### config.mk
export PLATFORM = sky130hd
export DESIGN_NAME = control_sequencer
export DESIGN_NICKNAME = d
export VERILOG_FILES = /design/src/rtl/control_sequencer.sv
export SDC_FILE = /design/constraint.sdc
export NUM_CORES = 1
export LEC_CHECK = 0
export ABC_AREA = 1
export ABC_CLOCK_PERIOD_IN_PS = 4200
export CAP_MARGIN = 10
export CELL_PAD_IN_SITES_DETAIL_PLACEMENT = 1
export CELL_PAD_IN_SITES_GLOBAL_PLACEMENT = 2
export CORE_UTILIZATION = 26
export CTS_CLUSTER_SIZE = 10
export DETAILED_ROUTE_END_ITERATION = 10
export PLACE_DENSITY_LB_ADDON = 0.1
export RECOVER_POWER = 25
export SYNTH_ARGS = -nofsm -noshare
export SYNTH_HDL_FRONTEND = slang
export SYNTH_SLANG_ARGS = --single-unit
### constraint.sdc
create_clock -name CLK -period 4.2 [get_ports CLK]
set_input_delay 0.84 -clock CLK [delete_from_list [all_inputs] [get_ports CLK]]
set_output_delay 0.84 -clock CLK [all_outputs]
set_load 0.03 [all_outputs]
### src/rtl/control_sequencer.sv
// Fetch/execute sequencer for a 16-bit single-issue datapath: fetches over a
// req/ack handshake, decodes from the instruction register, resolves BEQ on Zero.
module control_sequencer (
    input  logic        CLK,
    input  logic        RST,
    output logic        instr_req,
    output logic [7:0]  instr_addr,
    input  logic        instr_ack,
    input  logic [15:0] instr,
    input  logic        Zero,
    output logic [3:0]  RA1,
    output logic [3:0]  RA2,
    output logic [3:0]  WA,
    output logic [7:0]  immediate,
    output logic        write_enable,
    output logic        ALUsrc,
    output logic [1:0]  ALUControl,
    output logic        halted
);

    typedef enum logic [1:0] {S_FETCH, S_EXEC, S_HALT} state_t;

    typedef struct packed {
        logic [3:0] ra1;
        logic [3:0] ra2;
        logic [3:0] wa;
        logic [7:0] imm;
        logic       src;
        logic [1:0] ctl;
    } dec_t;

    state_t      state;
    logic [7:0]  pc;
    logic [15:0] ir;
    dec_t        dec;

    logic [3:0] op, f1, f2, f3;
    logic [7:0] br_off;

    assign op     = ir[15:12];
    assign f1     = ir[11:8];
    assign f2     = ir[7:4];
    assign f3     = ir[3:0];
    assign br_off = {{4{f3[3]}}, f3};

    always_ff @(posedge CLK or posedge RST) begin
        if (RST) begin
            state <= S_FETCH;
            pc    <= 8'h00;
            ir    <= 16'h0000;
        end else begin
            case (state)
                S_FETCH: if (instr_ack) begin
                    ir    <= instr;
                    pc    <= pc + 8'd1;
                    state <= S_EXEC;
                end
                S_EXEC: begin
                    state <= (op == 4'hF) ? S_HALT : S_FETCH;
                    // pc already points past the branch, so the offset is relative to it
                    if (op == 4'h8 && Zero)
                        pc <= pc + br_off;
                end
                default: state <= S_HALT;
            endcase
        end
    end

    always_comb begin
        dec = '0;
        if (!op[3]) begin
            dec.wa  = f1;
            dec.ctl = op[1:0];
            if (!op[2]) begin
                dec.ra1 = f2;
                dec.ra2 = f3;
            end else begin
                dec.ra1 = f1;
                dec.imm = ir[7:0];
                dec.src = 1'b1;
            end
        end else if (op == 4'h8) begin
            dec.ra1 = f1;
            dec.ra2 = f2;
            dec.ctl = 2'b01;
        end
    end

    assign RA1          = dec.ra1;
    assign RA2          = dec.ra2;
    assign WA           = dec.wa;
    assign immediate    = dec.imm;
    assign ALUsrc       = dec.src;
    assign ALUControl   = dec.ctl;
    assign instr_addr   = pc;
    // state is FETCH during reset, so the request is held off explicitly
    assign instr_req    = (state == S_FETCH) && !RST;
    assign write_enable = (state == S_EXEC) && !op[3];
    assign halted       = (state == S_HALT);

endmodule

== Word-level counts from Yosys, hierarchy flattened ==
Cells that the tools add are included.
Widths: inputs -> output; s select.

* Input port bits: 20
* Register bits after elaboration: 26
* Output and inout bits: 34
* Word-level logic and storage cells: 34

* Eq/ne operators: 6
* Reduce and logical (&&, ||, !) cells: 9
* Muxes and demuxes: 14
* $add $sub $neg: 2

{| class="wikitable"
|+ Operators by type and width
! kind !! number
|-
| $mux 8 || 4
|-
| $pmux 8 s2 || 1
|-
| $mux 13 || 1
|-
| $mux 9 || 1
|-
| $add 8x1->8 const B || 1
|-
| $add 8x8->8 || 1
|-
| $eq 4x4->1 const B || 2
|-
| $mux 4 || 2
|-
| $mux 2 || 3
|-
| $ne 2x2->1 const B || 2
|-
| $pmux 2 s2 || 1
|-
| $logic_and 1x1->1 || 3
|-
| $reduce_and 3->1 || 1
|-
| $eq 2x1->1 const B || 1
|-
| $eq 2x2->1 const B || 1
|-
| $logic_not 1->1 || 2
|-
| $logic_not 2->1 || 1
|-
| $reduce_and 2->1 || 1
|-
| $reduce_bool 2->1 || 1
|-
| $mux 1 || 1
|}

== Longest topological paths before layout ==
* Depth in word-level cells: 4
* Depth in mapped cells: 14

== Worst setup path before layout ==
No wires, ideal clock.

* Path type: reg-to-output
* Start: register ir[14]
* End: output RA1[0]
* Arrival time: 1.816 ns
* Stages on the path, launching flop included: 6
* Slack: 1.544 ns
* Data required time: 3.360 ns
* Cells stage by stage: dfrtp_1 > buf_2 > inv_1 > nor2_1 > nor2_1 > o32ai_1

* Longest elaborated chain between the ends: 3

{| class="wikitable"
|+ RTL lines
! item !! line !! source
|-
| start: declaration || 34 || <nowiki>logic [15:0] ir;</nowiki>
|-
| start signal: assignment || 54 || <nowiki>ir <= instr;</nowiki>
|-
| $eq 4x4->1 || 82 || <nowiki>end else if (op == 4'h8) begin</nowiki>
|-
| $mux 8 || 82 ||
|-
| $mux 8 * || 71 || <nowiki>if (!op[3]) begin</nowiki>
|-
| end: declaration || 11 || <nowiki>output logic [3:0] RA1,</nowiki>
|}

Every way passes the cells marked *; elsewhere a longest branch is shown, timed or not.

== Final worst setup path ==
* Start: register ir[15]
* End: output RA1[0]

Same word-level chain as after synthesis.

==> results.cfg <==
[placed_design]
place.gp.congestion = 0.740
numPlacedInstances = 329
dp_hpwl_mm = 3.47
place_ws_ns = 1.22
port_buffers = 53

[route]
wl_per_cell_um = 13.7
dr.pass1.iters = 3
drc_errors = 0
first_iter_violations = 45
wl_mm = 4.54
viasPerCell = 4.49
via_count = 1490
antenna_left = 0

[yosys]
syn_inst = 211
ys_types = 28
ys_ff_latch = 26
synth-seq-area-share_pct = 42.0
avgSynthCellArea_um2 = 7.34
synth_area_mm2 = 0.00155
yosysWarnings = 0
synth_nets = 235

[clocking]
ctsHoldBuffers = 0
path_clk_slew_ns = 0.09
cts_resized = 0
cts_tree = built
cts_root_buffer = clkbuf_8
postCtsSetupRepairBufs = 0
cts.sinks = 26
cts_buffers = 3
clkLatencyLatePin_ns = 0.27
cts_max_level = 1
cts.path.max_buffers = 2

[pwr]
power.internal_uw = 864
power_per_cell_area_mw_per_mm2 = 823
ir_drop_v = 0.000275
p_seq_share_pct = 27.8
p_clk_share_pct = 7.9
switching_power_uw = 923
swShare_pct = 51.7
power_frac_comb_pct = 64.3
leakage_uw = 0.00100

[timing]
finalSetupViolCount = 0
timing.hold.ws_ns = 0.511
fmax_ghz = 0.307
maxSlewViolCount = 0
period_needed_ns = 3.26
finalCritPeriodShare_pct = 77.7
finClkSkew_ns = 0.00521
slew_headroom_pct = 31.7
rsz0062_at_grt = no
worst_pin_slew_ns = 1.02
final-hold-violation-count = 0
fin_setup_tns_ns = 0
setup_ws_ns = 0.937

[finish]
drive_above_1_share_pct = 4.23
area_growth_syn_to_layout_pct = 40.2
finalNonFillerCells = 332
nFillCells = 711
fin_nets = 286
utilization_pct = 38.7
diodes = 0

[worst_setup_path]
critPathKind = reg -> out
rr_worst_depth = 7
slowest_stage = clkdlybuf4s50_1
worstPathMaxFanout = 14
max_stage_delay_ns = 0.74
arrival_ns = 2.42
required_ns = 3.36
crit_path_end_kind = output pin
startpoint_type = flip-flop
cp_cell_sequence = inv_2 -> nor4_4 -> nor2_1 -> o32ai_1 -> clkdlybuf4s50_1

[flow_run]
maxCapViolCount = 0

[floorplan]
die_y_um = 79.2
rows = 27
core_mm2 = 0.00561
start_util_pct = 27.6
io_pins = 54
die_w_um = 79.2
die-area_mm2 = 0.00627

[global_routing]
grt_max_degree = 35
antenna_found_initial = 0
grt_pass1_wl_mm = 7.56
grt_usage_pct = 15.4
globalRouteOverflowTotal = 0
grt_pass1_vias = 1510

[hold_path]
hold_class = reg -> reg
whs_path_depth = 2

[run_status]
status = finished clean
worst max-delay path, delay by kind of cell (launching register included):
family	cells	cell delay (ns)
and+or+nand+nor	2	0.44
AOI/OAI and AO/OA	1	0.16
buffers and inverters	2	0.89
DFF	1	0.66
sequential cells by signal, indices dropped and copies added (netlist names):
register    cells
ir             16
state           2
instr_addr      8
layer usage:
metal  track usage (%)  part of all wire [%]
met1              22.0                    51
met2              24.4                    45
met3              3.22                   3.9
met4              2.18                  0.42
met5                 0                     0
cell families after synthesis:
| logic type | synth area share, % |
|---|---|
| xor gates and xnor gates | 1.13 |
| and+or+nand+nor | 29.0 |
| adders and majority gates | 3.72 |
| DFF | 42.0 |
| AOI/OAI and AO/OA | 13.2 |
| buffers and inverters | 11.0 |
final timing paths:
check / startpoint / end / slack, ns
max: ir[15] / RA1[0] / 0.94
min: instr_addr[7] / instr_addr[7] / 0.51
max reg2reg: state[0] / instr_addr[5] / 1.91
min reg2reg: instr_addr[7] / instr_addr[7] / 0.51
max in group asynchronous: RST / instr_addr[3] / 2.30
min in group asynchronous: RST / instr_addr[5] / 1.28
Yosys cell counts:
| cell | count | area [um^2] |
|---|---|---|
| nor2_4 | 1 | 11.3 |
| o32ai_1 | 4 | 35.0 |
| nand4_1 | 7 | 43.8 |
| nor2_1 | 24 | 90.1 |
| nor2_2 | 1 | 6.26 |
| nor4_4 | 1 | 21.3 |
| nand3_1 | 6 | 30.0 |
| inv_1 | 32 | 120 |
| buf_4 | 1 | 7.51 |
| ha_1 | 3 | 37.5 |
| o21ai_0 | 22 | 110 |
| inv_2 | 3 | 11.3 |
| nor3_1 | 1 | 5.00 |
| nand2_2 | 1 | 6.26 |
| buf_6 | 1 | 11.3 |
| a21oi_1 | 1 | 5.00 |
| o31ai_1 | 1 | 7.51 |
| a31oi_1 | 1 | 6.26 |
| xor2_1 | 2 | 17.5 |
| o22ai_1 | 5 | 31.3 |
| nand3_2 | 1 | 10.0 |
| nand3b_1 | 1 | 7.51 |
| dfrtp_1 | 26 | 651 |
| fa_1 | 1 | 20.0 |
| a21oi_2 | 1 | 8.76 |
| buf_2 | 1 | 5.00 |
| clkbuf_1 | 4 | 15.0 |
| nand2_1 | 58 | 218 |
cell type report:
type                       count  area (um^2)  area share [%]
multi-input combinational    143          728            33.5
sequential                    26          651            30.0
timing repair buffer          53          531            24.4
inverter                      35          131            6.05
tap                           72         90.1            4.15
clock buffer                   3         41.3            1.90
cells in the final DEF, fill, tap and decap left out:
cell type	netlist	final
a21oi_2	1	1
nor2_2	1	1
nor3_1	1	1
nand3b_1	1	1
a21oi_1	1	1
fa_1	1	1
ha_1	3	3
dlygate4sd3_1	0	2
xor2_1	2	2
inv_2	3	2
clkbuf_8	0	3
nand3_1	6	6
dfrtp_1	26	26
o21ai_0	22	22
o31ai_1	1	1
nor2_1	24	24
inv_1	32	33
nor2_4	1	1
clkdlybuf4s50_1	0	51
o22ai_1	5	5
nor4_4	1	1
nand2_1	58	58
nand4_1	7	7
nand3_2	1	1
nand2_2	1	1
a31oi_1	1	1
o32ai_1	4	4
power by group through the flow:
stage                     clock network, uW  logic (uW)  registers [uW]
final                                   141        1150             496
after global routing                    159        1270             519
after CTS                               150        1170             497
after detailed placement                  0        1160             502
after global placement                    0        1160             502
after floorplan                           0         709             511
through the flow:
stage / total power (uW) / cell area [um^2]
detailed placement: 1660 / 2130
CTS: 1810 / 2170
finish: 1790 / 2170
global placement: 1660 / 2130
floorplan: 1220 / 1550
global route: 1950 / 2170
No activity file was read; power rests on OpenSTA's default activity.
